<file path="src/rtl/pwm_sequencer.sv">
// pwm_sequencer: steps through a small (A,B) pattern table, presenting one
// entry per frame to the PWM generator together with a one-cycle load pulse.
module pwm_sequencer #(
  parameter int WIDTH = 7,
  parameter int DEPTH = 8,
  parameter int AW    = 3,
  parameter int FW    = 16
) (
  input  logic             clk,
  input  logic             reset,
  input  logic             wr_en,
  input  logic [AW-1:0]    wr_addr,
  input  logic [WIDTH-1:0] wr_a,
  input  logic [WIDTH-1:0] wr_b,
  output logic             wr_ready,
  input  logic [AW:0]      seq_len,
  input  logic [FW-1:0]    frame_period,
  input  logic             start,
  input  logic             stop,
  output logic [WIDTH-1:0] A_val,
  output logic [WIDTH-1:0] B_val,
  output logic             load,
  output logic [AW-1:0]    idx,
  output logic             wrap,
  output logic             busy
);

  localparam logic [1:0] S_IDLE  = 2'd0;
  localparam logic [1:0] S_RUN   = 2'd1;
  localparam logic [1:0] S_DRAIN = 2'd2;

  logic [1:0]       state_q, state_d;
  logic [AW:0]      len_q, len_d;
  logic [FW-1:0]    per_q, per_d;
  logic [FW-1:0]    cnt_q, cnt_d;
  logic [AW-1:0]    nxt_q, nxt_d;
  logic             first_q, first_d;
  logic             stop_pending_q, stop_pending_d;
  logic [WIDTH-1:0] a_q, a_d;
  logic [WIDTH-1:0] b_q, b_d;
  logic             load_q, load_d;
  logic             wrap_q, wrap_d;
  logic [AW-1:0]    idx_q, idx_d;
  logic             busy_q, busy_d;
  logic             wr_ready_q, wr_ready_d;
  logic [WIDTH-1:0] tab_a_q [DEPTH];
  logic [WIDTH-1:0] tab_a_d [DEPTH];
  logic [WIDTH-1:0] tab_b_q [DEPTH];
  logic [WIDTH-1:0] tab_b_d [DEPTH];

  assign A_val    = a_q;
  assign B_val    = b_q;
  assign load     = load_q;
  assign wrap     = wrap_q;
  assign idx      = idx_q;
  assign busy     = busy_q;
  assign wr_ready = wr_ready_q;

  // Next-state logic: frame counting, table stepping, stop handling and table writes
  always_comb begin
    state_d        = state_q;
    len_d          = len_q;
    per_d          = per_q;
    cnt_d          = cnt_q;
    nxt_d          = nxt_q;
    first_d        = first_q;
    stop_pending_d = stop_pending_q;
    a_d            = a_q;
    b_d            = b_q;
    idx_d          = idx_q;
    load_d         = 1'b0;
    wrap_d         = 1'b0;
    tab_a_d        = tab_a_q;
    tab_b_d        = tab_b_q;

    case (state_q)
      S_IDLE: begin
        if (start) begin
          state_d        = S_RUN;
          if (seq_len == '0)
            len_d = (AW+1)'(1);
          else if (seq_len > (AW+1)'(DEPTH))
            len_d = (AW+1)'(DEPTH);
          else
            len_d = seq_len;
          per_d          = (frame_period < FW'(2)) ? FW'(2) : frame_period;
          cnt_d          = '0;
          nxt_d          = '0;
          first_d        = 1'b1;
          stop_pending_d = 1'b0;
        end
      end
      S_RUN: begin
        if (cnt_q == '0) begin
          if (stop_pending_q) begin
            state_d        = S_DRAIN;
            stop_pending_d = 1'b0;
          end else begin
            load_d  = 1'b1;
            a_d     = tab_a_q[nxt_q];
            b_d     = tab_b_q[nxt_q];
            idx_d   = nxt_q;
            wrap_d  = (nxt_q == '0) && !first_q;
            first_d = 1'b0;
            nxt_d   = ({1'b0, nxt_q} == (len_q - 1'b1)) ? '0 : nxt_q + 1'b1;
            cnt_d   = per_q - 1'b1;
            if (stop)
              stop_pending_d = 1'b1;
          end
        end else begin
          cnt_d = cnt_q - 1'b1;
          if (stop)
            stop_pending_d = 1'b1;
        end
      end
      S_DRAIN: begin
        state_d = S_IDLE;
      end
      default: begin
        state_d = S_IDLE;
      end
    endcase

    busy_d     = (state_d != S_IDLE);
    // Writes are held off for the cycle just before the table is read
    wr_ready_d = !((state_d == S_RUN) && (cnt_d == FW'(1)));

    if (wr_en && wr_ready_q) begin
      tab_a_d[wr_addr] = wr_a;
      tab_b_d[wr_addr] = wr_b;
    end
  end

  // State and output registers with asynchronous clear, including the table
  always_ff @(posedge clk or posedge reset) begin
    if (reset) begin
      state_q        <= S_IDLE;
      len_q          <= (AW+1)'(1);
      per_q          <= FW'(2);
      cnt_q          <= '0;
      nxt_q          <= '0;
      first_q        <= 1'b1;
      stop_pending_q <= 1'b0;
      a_q            <= '0;
      b_q            <= '0;
      load_q         <= 1'b0;
      wrap_q         <= 1'b0;
      idx_q          <= '0;
      busy_q         <= 1'b0;
      wr_ready_q     <= 1'b1;
      for (int i = 0; i < DEPTH; i++) begin
        tab_a_q[i] <= '0;
        tab_b_q[i] <= '0;
      end
    end else begin
      state_q        <= state_d;
      len_q          <= len_d;
      per_q          <= per_d;
      cnt_q          <= cnt_d;
      nxt_q          <= nxt_d;
      first_q        <= first_d;
      stop_pending_q <= stop_pending_d;
      a_q            <= a_d;
      b_q            <= b_d;
      load_q         <= load_d;
      wrap_q         <= wrap_d;
      idx_q          <= idx_d;
      busy_q         <= busy_d;
      wr_ready_q     <= wr_ready_d;
      tab_a_q        <= tab_a_d;
      tab_b_q        <= tab_b_d;
    end
  end

endmodule
</file>
<file path="config.mk">
export PLATFORM = sky130hd
export DESIGN_NAME = pwm_sequencer
export DESIGN_NICKNAME = d
export VERILOG_FILES = /design/src/rtl/pwm_sequencer.sv
export SDC_FILE = /design/constraint.sdc
export NUM_CORES = 1
export LEC_CHECK = 0
export ABC_AREA = 1
export CAP_MARGIN = 20
export CORE_MARGIN = 1
export CORE_UTILIZATION = 50
export DETAILED_ROUTE_END_ITERATION = 8
export PLACE_DENSITY = 0.7
export RECOVER_POWER = 25
export SKIP_LAST_GASP = 1
export SLEW_MARGIN = 20
export SYNTH_ARGS = -nofsm -noshare
export SYNTH_HDL_FRONTEND = slang
export SYNTH_SLANG_ARGS = --single-unit
</file>
<file path="constraint.sdc">
create_clock -name clk -period 8.57 [get_ports clk]
set_input_delay 1.714 -clock clk [delete_from_list [all_inputs] [get_ports clk]]
set_output_delay 1.714 -clock clk [all_outputs]
set_load 0.01 [all_outputs]
</file>
# --- After elaboration in Yosys (flattened, before gate mapping) ---
# Cells that the tools add are included.
classes:
  add_sub_neg: 4
  n_lt_le_gt_ge: 5
  n_eq_ne: 8
  muxes: 42
  bitwise: 3
  reduce_logical: 16
ops:
  columns: ["operator", "n"]
  rows:
  - ["$bwmux 56", 2]
  - ["$mux 16", 4]
  - ["$bmux 7 s3", 2]
  - ["$mux 7", 5]
  - ["$pmux 16 s2", 1]
  - ["$sub 16x1->16 const B", 2]
  - ["$demux 7 s3", 1]
  - ["$eq 16x1->1 const B", 1]
  - ["$logic_not 16->1", 1]
  - ["$lt 16x2->1 const B", 1]
  - ["$mux 1", 14]
  - ["$mux 3", 4]
  - ["$ge 4x4->1 const B", 2]
  - ["$mux 4", 2]
  - ["$not 3->4", 2]
  - ["$mux 2", 3]
  - ["$ne 2x2->1 const B", 3]
  - ["$pmux 3 s2", 1]
  - ["$reduce_and 3->1", 2]
  - ["$eq 2x1->1 const B", 2]
  - ["$eq 3x4->1", 1]
  - ["$gt 4x4->1 const B", 1]
  - ["$logic_and 1x1->1", 4]
  - ["$logic_not 4->1", 1]
  - ["other kinds (13)", 16]
word_totals:
  regBits: 176
  input_bits: 42
  output_inout_bits: 21
  word_cells: 108

# --- Depth between registers and ports, before layout ---
logic_depth:
  ltp_word: 7
  ltp_mapped: 14
  ltp_nobuf: 14

# --- Worst setup path after synthesis ---
# Ideal clock, no wire load.
synth_timing:
  path_type: "input-to-reg"
  from: "input start"
  to: "register wr_ready_q, in the netlist wr_ready"
  setup_time_ns: 0.086
  arrival_ns: 2.664
  required_ns: 8.484
  setup_slack_ns: 5.820
  stages: 10
  path_buffers: 0
  path_cell_list: "nand2_1 inv_2 nor2_2 inv_2 o21ai_1 nand2_1 nor2_1 nand2_1 nor2_1 nand3_1"
synth_via:
  elab_chain_len: 5
  word_cells_on_any_way: 8
  cone_classes: "eq/ne: 2; mux: 4; reduce/logical: 2"
synth_lines:
  columns: ["item", "line", "source"]
  rows:
  - ["start, declared", "18", "input logic start,"]
  - ["$mux 16", "78", "if (start) begin"]
  - ["$pmux 16 s2", "76", "case (state_q)"]
  - ["named net cnt_d[0]", "35", "logic [FW-1:0] cnt_q, cnt_d;"]
  - ["$eq 16x1->1", "126", "wr_ready_d = !((state_d == S_RUN) && (cnt_d == FW'(1)));"]
  - ["$logic_and 1x1->1", "126", null]
  - ["$logic_not 1->1", "126", null]
  - ["named net wr_ready_d", "45", "logic wr_ready_q, wr_ready_d;"]
  - ["end signal, assigned", "169", "wr_ready_q <= wr_ready_d;"]
  - ["end, declared", "45", null]
# The timed path passes the listed nets, and every way through them passes these cells.
# A chain may end at the register's enable or synchronous reset.

==> impl_results.md <==
* Placed cell area at slightly above 9000 sq um
* Root buffer cell: clkbuf_16
* MaxCap Viol Count at 2
* Clock power share at 0.414
* Die H at 133 um
* Synth top area cells: dfrtp_1, nand2_1, o21ai_0, nor2_1, nand3_1
* Crit. End Element: async pin
* Gr usage total at 0.257
* Inserted Clock Buffers at 17
* Hold wc startpoint: tab_a_q[15]
* Hold endpoint: tab_a_q[15]
* Commonest cells in the synthesized netlist: nand2_1, o21ai_0, dfrtp_1
* Hold Path Depth at 2
* Vias/cell at 5.43
* Die area at about 18,000 sq um
* Sw frac at 0.248
* RSZ-0062 raised after global routing: no
* Avg Inst Size Synth at 8.01 sq um
* Core area at approximately 17,000 sq um
* Clock buffer depth at 2
* Total buffers and inverters traversed by the critical path at 3
* Crit path required time at ~9 ns
* RR Endpoint: B_val[0]
* Synth Cell Area at between 8000 and 9000 sq um
* Routed WL per cell at around 16 um
* Setup bufs post-CTS at 0
* Gate power share at 0.091
* Final period util at 0.623
* H-Tree Depth at 4
* Post-synth net total at about 1.1k
* Largest area contributor in the netlist: dfrtp_1
* Ant. Diodes at 0
* Cell Rows at 47
* Die width at approximately 130 um
* Share of cells above drive strength 1 at 0.0616
* Crit-path slowest cell: clkinvlp_2
* Mapped Cells at 1,068
* Synth cell types at 38
* Power density cells at around 200 nW/um^2
* Clk_lat worst skew at 0.43 ns
* P_leak at between 4 and 5 nW
* Slew HR at -1.79
* Top-count cell post-synth: nand2_1
* Max Freq at 187 MHz
* I/O Buffers at 62
* Status: finished, violations left
* Final Max Tran Viols at about 140
* Seq/Total Area, Yosys at 0.516
* Post-synth EDFFs at 0
* Delay of the slowest critical-path stage at 2.31 ns
* GRT overflow at 0
* Final instance area at between 9000 and 10,000 sq um
* Internal power at between 1 and 1.5 mW
* Final WL at between 20 and 25 mm
* Vias in the first global route at 6,780
* First-pass GRT wire length at ~35 mm
* Initial DRC Count at 710
* Hold_buf cts at 0
* CP Launch Type: primary input
* Seq cells post-synth at roughly 180
* Worst Reg-to-Reg Cells at 10
* CP delay by family, top: buffers and inverters
* Ys async rst share at 1.00
* P&R area growth vs syn at 15.5%
* R2R Setup Slk at around 3.4 ns
* Initial antenna violation count at 0
* Resized Gates After CTS at 0
* GP Congestion at a little under 0.9
* Worst path depth at 3
* Fillers at approximately 1.5k
* Final core utilization at 0.593
* Post-route ant nets at 0
* Dominant synthesized flop cell: dfrtp_1
* NetSw at around 500 uW
* Initial Util at 0.514
* Max Clock Skew at about 0.0085 ns
* TritonCTS Sinks at ~180
* Boundary Pins at between 60 and 70
* CP Class: in -> async
* Setup_tns at 0 ns
* Largest net degree at the start of global routing at between 90 and 100
* DR pass1 iterations at 5
* Via count at slightly above 7k
* Top cell type's share of synthesized area at 0.503
* Warnings from Yosys at 0
* Finish-stage setup viols at 0
* TritonCTS clock tree: yes
* Dpl hpwl at ~13 mm
* DRC viols at 0
* CP max FO at 96
* Post-layout nets at ~1.2k
* Tot Pwr at between 1.5 and 2 mW
* Min cycle time layout at 5.34 ns
* Hold Violations, Final at 0
* CP Cell Sequence: dlygate4sd3_1 -> clkinvlp_2 -> buf_4
* Hold Path Class: reg -> reg
* Critical path arrival at between 5 and 6 ns
* Tightest Pin Transition at slightly above 4 ns
* Clock-pin slew on the worst setup and hold paths at 0.06 ns
* Reg power frac at 0.495
* Max VDD drop at about 0.17 mV
* R2r startpoint: cnt_q[0]
* Violated checks: capacitance limit, slew limit
[per-layer routing]
metal	track usage	vias up	part of all wire
met2	0.394	224	0.45
met5	0	-	0
met1	0.367	3438	0.48
met4	0.0747	0	0.015
met3	0.0567	23	0.061
li1	-	3592	-
[worst max-delay path by stage]
| stage | startpoint | end | slack, ns |
|---|---|---|---|
| 6_report | reset | tab_a_q[47] | 3.23 |
| 5_1_grt | reset | idx[0] | 2.48 |
| 3_3_place_gp | start | wr_ready | 4.61 |
| 2_1_floorplan | reset | A_val[0] | 2.09 |
| 3_5_place_dp | start | wr_ready | 4.57 |
| 4_1_cts | start | wr_ready | 5.03 |
[power groups by stage]
| stage | registers (mW) | logic [mW] | clock network (mW) |
|---|---|---|---|
| global placement | 0.991 | 0.173 | 0 |
| detailed placement | 0.993 | 0.181 | 0 |
| global route | 0.993 | 0.210 | 0.866 |
| floorplan | 0.982 | 0.130 | 0 |
| finish | 0.982 | 0.180 | 0.821 |
| CTS | 0.980 | 0.183 | 0.831 |
[layout make-up]
class	instances	area, sq um	share of cell area
multi-input cells	768	3600	0.365
inverters	78	299	0.0303
clock buffers	19	453	0.0459
flip-flops and latches	176	4410	0.447
repair buffers	67	658	0.0667
well taps	220	275	0.0279
clock inverters	13	174	0.0176
[sequential cells by signal (all words and copies together), names as in the netlist, 2 cells and up]
register  flops
per_q        16
B_val         7
len_q         4
idx           3
cnt_q        16
A_val         7
nxt_q         3
tab_a_q      56
tab_b_q      56
state_q       2
[worst reg2reg max path, stage by stage (launching register included)]
cell and delay [ns]:
dfrtp_1 0.41, inv_1 0.13, ha_1 0.24, nand2_1 0.16, inv_1 0.15, nand3_1 0.37, nor2_1 0.43, clkinv_1 0.13
nor2_1 2.27, nand3_1 0.54, o21a_1 0.28
[cell families (layout without fill, tap and decap cells)]
group           after synthesis  count (layout)  synth area share
compound gates              258             258             0.161
xor+xnor                      8               8           0.00820
simple gates                497             497             0.249
fa+ha+maj                     5               5           0.00732
buf+inv                     124             177            0.0585
flops                       176             176             0.516
[per-stage QoR]
stage / worst slack (ns) / std cells / hold WS (ns)
6_report: 3.23 / 1341 / 0.479
5_1_grt: 2.48 / 1341 / 0.495
4_1_cts: 5.03 / 1341 / 0.483
3_5_place_dp: 4.57 / 1309 / 0.468
3_3_place_gp: 4.61 / 1309 / 0.460
2_1_floorplan: 2.09 / 1068 / 0.448
[layout by cell type, fill, tap and decap left out, types with 2 or more instances in the layout]
cell,instances
nor2_2,8
clkinv_1,2
nand3_1,58
nand2_1,278
nor3_1,6
o22ai_1,32
clkbuf_8,2
nor4_1,4
xor2_1,6
nand3b_1,4
a21oi_1,11
ha_1,5
o21ai_0,190
clkbuf_16,17
xnor2_1,2
clkinv_2,2
dfrtp_1,172
nor2_1,117
inv_1,71
nor2_4,3
nand2_2,4
clkinv_4,2
dlygate4sd3_1,2
nand4_1,5
inv_2,3
inv_6,4
dfstp_2,4
bufinv_16,3
buf_4,5
o21ai_1,6
o21a_1,16
inv_8,2
nand3_2,8
clkdlybuf4s50_1,60
No activity file was read; power rests on OpenSTA's default activity.
